`src/rtl/i2c_sensor_poller.sv`:
```
// Polls one sensor register over an I2C master: writes the pointer, then reads NUM_BYTES into a right-aligned sample.
// Latency: request -> m_start 2 cycles, write m_done -> read m_start 3 cycles, read m_done -> sample_valid 2 cycles.
// Backpressure: none; requests arriving while busy are dropped, and a stalled master is abandoned after TIMEOUT_CYCLES.
module i2c_sensor_poller #(
    parameter int          CLK_FREQ       = 12_000_000,
    parameter int          POLL_HZ        = 10,
    parameter logic [6:0]  DEV_ADDR       = 7'h48,
    parameter logic [7:0]  REG_PTR        = 8'h00,
    parameter int          NUM_BYTES      = 2,
    parameter int          TIMEOUT_CYCLES = 24_000
) (
    input  logic        clk,
    input  logic        reset,
    input  logic        enable,
    input  logic        trigger,
    output logic        m_start,
    output logic [6:0]  m_slave_addr,
    output logic        m_rw,
    output logic [7:0]  m_data_in,
    output logic        m_ack_master,
    input  logic [7:0]  m_data_slave,
    input  logic        m_reg_ready,
    input  logic        m_done,
    output logic [31:0] sample,
    output logic        sample_valid,
    output logic        nack_err,
    output logic        timeout_err,
    output logic        busy
);

    localparam int              POLL_DIV   = CLK_FREQ / POLL_HZ;
    localparam int              PW         = (POLL_DIV > 1) ? $clog2(POLL_DIV) : 1;
    localparam int              TW         = (TIMEOUT_CYCLES > 1) ? $clog2(TIMEOUT_CYCLES) : 1;
    localparam logic [PW-1:0]   POLL_LAST  = PW'(POLL_DIV - 1);
    localparam logic [TW-1:0]   TO_LAST    = TW'(TIMEOUT_CYCLES - 1);
    localparam logic [7:0]      NB         = 8'(NUM_BYTES);
    // Read expects an address ACK slot plus one slot per data byte.
    localparam logic [7:0]      RD_PULSES  = 8'(NUM_BYTES + 1);
    localparam logic            ACK_AT_RS  = (NUM_BYTES == 1);

    typedef enum logic [2:0] {
        IDLE, W_START, W_WAIT, GAP, R_START, R_WAIT, FINISH
    } state_t;

    state_t          r_state;
    logic [PW-1:0]   r_poll;
    logic [TW-1:0]   r_tcnt;
    logic [7:0]      r_rcnt;
    logic [31:0]     r_shreg;
    logic            w_tick;
    logic [7:0]      w_rcnt_nxt;

    assign m_slave_addr = DEV_ADDR;
    assign m_data_in    = REG_PTR;
    assign w_tick       = enable && (r_poll == POLL_LAST);
    // Includes a pulse landing in the same cycle as m_done so it is not lost from the count.
    assign w_rcnt_nxt   = r_rcnt + {7'd0, m_reg_ready};

    // Poll divider: free-runs while enabled, parked at zero otherwise.
    always_ff @(posedge clk or posedge reset) begin
        if (reset) begin
            r_poll <= '0;
        end else if (!enable || (r_poll == POLL_LAST)) begin
            r_poll <= '0;
        end else begin
            r_poll <= r_poll + PW'(1);
        end
    end

    // Sequencer: write pointer, gap, read bytes, publish; all outputs registered here.
    always_ff @(posedge clk or posedge reset) begin
        if (reset) begin
            r_state      <= IDLE;
            r_tcnt       <= '0;
            r_rcnt       <= '0;
            r_shreg      <= '0;
            m_start      <= 1'b0;
            m_rw         <= 1'b0;
            m_ack_master <= 1'b0;
            sample       <= '0;
            sample_valid <= 1'b0;
            nack_err     <= 1'b0;
            timeout_err  <= 1'b0;
            busy         <= 1'b0;
        end else begin
            m_start      <= 1'b0;
            sample_valid <= 1'b0;
            nack_err     <= 1'b0;
            timeout_err  <= 1'b0;
            case (r_state)
                IDLE: begin
                    busy <= 1'b0;
                    if (trigger || w_tick) begin
                        r_state <= W_START;
                        busy    <= 1'b1;
                    end
                end
                W_START: begin
                    m_start      <= 1'b1;
                    m_rw         <= 1'b0;
                    m_ack_master <= 1'b0;
                    r_rcnt       <= '0;
                    r_tcnt       <= '0;
                    r_shreg      <= '0;
                    r_state      <= W_WAIT;
                end
                W_WAIT: begin
                    r_rcnt <= w_rcnt_nxt;
                    if (m_done) begin
                        // Address ACK plus pointer ACK means the write landed.
                        if (w_rcnt_nxt == 8'd2) begin
                            r_state <= GAP;
                        end else begin
                            nack_err <= 1'b1;
                            r_state  <= IDLE;
                            busy     <= 1'b0;
                        end
                    end else if (r_tcnt == TO_LAST) begin
                        timeout_err <= 1'b1;
                        r_state     <= IDLE;
                        busy        <= 1'b0;
                    end else begin
                        r_tcnt <= r_tcnt + TW'(1);
                    end
                end
                GAP: begin
                    r_state <= R_START;
                end
                R_START: begin
                    m_start      <= 1'b1;
                    m_rw         <= 1'b1;
                    m_ack_master <= ACK_AT_RS;
                    r_rcnt       <= '0;
                    r_tcnt       <= '0;
                    r_state      <= R_WAIT;
                end
                R_WAIT: begin
                    if (m_reg_ready) begin
                        // First slot is the address ACK and carries no data.
                        if (r_rcnt != 8'd0) begin
                            r_shreg <= {r_shreg[23:0], m_data_slave};
                        end
                        r_rcnt       <= w_rcnt_nxt;
                        m_ack_master <= (w_rcnt_nxt >= NB);
                    end
                    if (m_done) begin
                        if (w_rcnt_nxt == RD_PULSES) begin
                            r_state <= FINISH;
                        end else begin
                            nack_err <= 1'b1;
                            r_state  <= IDLE;
                            busy     <= 1'b0;
                        end
                    end else if (r_tcnt == TO_LAST) begin
                        timeout_err <= 1'b1;
                        r_state     <= IDLE;
                        busy        <= 1'b0;
                    end else begin
                        r_tcnt <= r_tcnt + TW'(1);
                    end
                end
                FINISH: begin
                    sample       <= r_shreg;
                    sample_valid <= 1'b1;
                    r_state      <= IDLE;
                    busy         <= 1'b0;
                end
                default: begin
                    r_state <= IDLE;
                    busy    <= 1'b0;
                end
            endcase
        end
    end

endmodule
```
`config.mk`:
```
export PLATFORM = sky130hd
export DESIGN_NAME = i2c_sensor_poller
export DESIGN_NICKNAME = d
export VERILOG_FILES = /design/src/rtl/i2c_sensor_poller.sv
export SDC_FILE = /design/constraint.sdc
export NUM_CORES = 1
export LEC_CHECK = 0
export BUFFER_PORTS_ARGS = -buffer_cell sky130_fd_sc_hd__buf_2
export CAP_MARGIN = 25
export CORE_MARGIN = 2
export CORE_UTILIZATION = 30
export CTS_CLUSTER_DIAMETER = 120
export CTS_CLUSTER_SIZE = 25
export DETAILED_ROUTE_END_ITERATION = 6
export PLACE_DENSITY_LB_ADDON = 0.25
export RECOVER_POWER = 25
export SLEW_MARGIN = 40
export SYNTH_ARGS = -nofsm -noshare
export SYNTH_HDL_FRONTEND = slang
export SYNTH_SLANG_ARGS = --single-unit
export TNS_END_PERCENT = 30
```
`constraint.sdc`:
```
create_clock -name clk -period 12.05 [get_ports clk]
set_input_delay 2.41 -clock clk [delete_from_list [all_inputs] [get_ports clk]]
set_output_delay 2.41 -clock clk [all_outputs]
set_load 0.02 [all_outputs]
```
==> flow_summary.toml <==
[status]
outcome = "finished with violations"
violations = "max-capacitance violations, max-slew violations"

[layout]
drive_above_1_share_pct = 15.08
antenna_cells = 0
seqCellArea_sq_um = 2953
num-nets-final = 616
syn_to_final_growth_pct = 18.87
multi_input_area_sq_um = 2243
n_fill_cell = 1757

[synth]
synth_top_area_share_pct = 54.43
yosysMostFrequentCell = "nand2_1"
synthFlopType = "dfrtp_1"
ys_types = 52
yosysTopAreaCell = "dfrtp_1"
synthTopCellsByArea = "dfrtp_1 (54%), nand2_1 (8.8%), a22o_1 (5.2%), nor2_1 (3.0%), xor2_1 (2.6%)"
synth_edf_count = 0
ys_warn_count = 0
syn-cell-area_sq_um = 5425
synth_seq_area_share_pct = 54.43
synth-async-reset-ratio_pct = 100.0
synth.ff_latch_count = 118
avgSynthCellArea_sq_um = 9.828
synth_cells = 552
yosys-top-cells-count = "nand2_1 (127), dfrtp_1 (118), nor2_1 (44)"

[global_route]
antenna_found_initial = 0
overflow = 0
grt_pass1_vias = 3970
track_usage_pct = 13.04
grt_start_max_net_pins = 64
grt_pass1_wl_mm = 20.28

[worst_setup_path]
cp-end-kind = "flop"
critPathMaxFanout = 7
critPathKind = "in -> reg"
r2r_end = "sample[19]"
ff2ff_path_depth = 6
regToRegSetupSlack_ns = 8.71
cp.arrival_ns = 4.36
start_kind = "input pin"
rr_startpoint = "r_state[0]"
worstPathRequired_ns = 12.35

[power_and_ir_drop]
pwr-share-seq_pct = 38.2
p_sw_share_pct = 30.97
p_comb_share_pct = 17.7
p_sw_uw = 380.0
cellLeakagePower_uw = 0.003150
ir_drop_mv = 0.1029
power.density_nw_per_um2 = 190.3
p_int_uw = 847.2
pwr-share-clk_pct = 44.2

[clock_network]
cts_buffers = 17
clkTransAtPathRegs_ns = 0.05
clock_path_buffers = 2
clkLatencyLatePin_ns = 0.42
cts_sinks = 118
cts_setup_buffers = 0
h-tree-depth = 4
cts_hold_buffers = 0
root_buffer = "clkbuf_16"
cts_resized = 0
cts_tree = "done"

[min_path]
hp-start = "sample[18]"
hold_end = "sample[18]"
min_path_cells = 2
hold_path_class = "reg -> reg"

[detailed_routing]
routed_wl_mm = 11.67
drtAntennaViolNets = 0
first_pass_iters = 5
viasPerCell = 4.841
drt_iter0_drc = 199
routedWlPerCell_microns = 13.91
num_vias = 4062
drc = 0

[sta]
timing.final.crit_share_pct = 33.72
finalSetupTns_ns = 0
setup_violations = 0
finalHoldViolations = 0
slew_viol_final = 91
finalCriticalPeriod_ns = 4.063
slew_headroom_pct = -65.19
fin_skew_ns = 0.01092
rsz0062_at_grt = "false"
max_freq_mhz = 246.1
fin_ws_ns = 7.987
worst_slew_pin_slew_ns = 2.464

[die]
rows = 49
io_pins = 68
die-area_sq_um = 19180
die_h_microns = 138.5
core-area_sq_um = 17840
initial_utilization_pct = 30.41
die_w_microns = 138.5

[run]
maxCapViolCount = 2

[placed_design]
gp_congestion = 0.8377
io_buffer_count = 52
place_ws_ns = 7.604
hpwl_mm = 7.629
critical path, stage by stage:
cell	delay [ns]
buf_2	0.13
ha_1	0.20
ha_1	0.24
a311oi_1	0.28
a31oi_1	0.14
a2111oi_4	0.53
a2111oi_0	0.20
o21a_1	0.22
layer usage:
layer | GRT usage (%) | vias up | wire [microns]
li1 | - | 1968 | -
met1 | 17.75 | 1985 | 5564
met2 | 19.33 | 94 | 5355
met3 | 3.810 | 15 | 574
met4 | 5.800 | 0 | 174
met5 | 0 | - | 0
worst max path at each step:
stage / start / end / slack [ns]
2_1_floorplan: reset / busy / 6.51
6_report: m_reg_ready / nack_err / 7.99
5_1_grt: reset / sample[27] / 7.51
4_1_cts: m_reg_ready / nack_err / 7.99
3_5_place_dp: m_reg_ready / nack_err / 7.60
3_3_place_gp: m_reg_ready / nack_err / 7.70
flip-flops by register name, summed over array words and instances, names as in the netlist, 3 cells and up:
signal / cells
r_state: 3
r_poll: 21
r_shreg: 32
sample: 32
r_rcnt: 8
r_tcnt: 15
per-stage QoR:
stage | hold slack (ns) | utilization [%] | area [sq um] | cells | total power, uW
finish | 0.4670 | 36.15 | 6449 | 839 | 1227
global route | 0.4839 | 36.15 | 6449 | 839 | 1295
CTS | 0.4717 | 36.16 | 6451 | 839 | 1245
detailed placement | 0.4573 | 32.58 | 5813 | 807 | 694.7
global placement | 0.4581 | 32.58 | 5813 | 807 | 692.6
floorplan | 0.4391 | - | 5474 | 565 | 640.8
cell type report:
class / count / share of cell area [%]
Timing Repair Buffer: 56 / 4.482
Tap cell: 229 / 4.443
Sequential cell: 118 / 45.79
Clock buffer: 18 / 6.810
Multi-Input combinational cell: 394 / 34.79
Inverter: 10 / 0.6015
Clock inverter: 14 / 3.085
logic make-up after synthesis:
group	Yosys count	synth area share (%)
buffers and inverters	53	5.166
muxes	3	0.5535
xor gates and xnor gates	29	4.682
and+or+nand+nor	251	21.08
DFF	118	54.43
adders and majority gates	5	1.153
other	2	0.1384
AOI/OAI and AO/OA	91	12.80
power by group through the flow:
| stage | Combinational [uW] | Clock [uW] | Sequential (uW) |
|---|---|---|---|
| global placement | 218 | 0 | 474 |
| global route | 246 | 574 | 474 |
| finish | 217 | 542 | 468 |
| detailed placement | 220 | 0 | 474 |
| CTS | 222 | 555 | 468 |
| floorplan | 169 | 0 | 472 |
layout by cell type (no fill, tap or decap), drive strengths merged, types with 2 or more instances in the layout:
cell type,instances
nand3b,4
clkbuf,20
or3,6
xnor2,13
clkinv,7
a2111oi,2
and2,4
xor2,16
a21oi,17
a211oi,2
o21ai,16
bufinv,4
dfrtp,118
or4,3
o31ai,2
mux2i,3
conb,15
inv,11
ha,5
clkinvlp,2
nor2,44
o211ai,3
o22ai,3
nor3,6
a41oi,2
nor4,7
nand4,8
nand2,127
and4,3
a22o,32
nor2b,2
nand3,21
a31oi,4
and3,9
nand2b,2
buf,54
No activity file was read; power rests on OpenSTA's default activity.
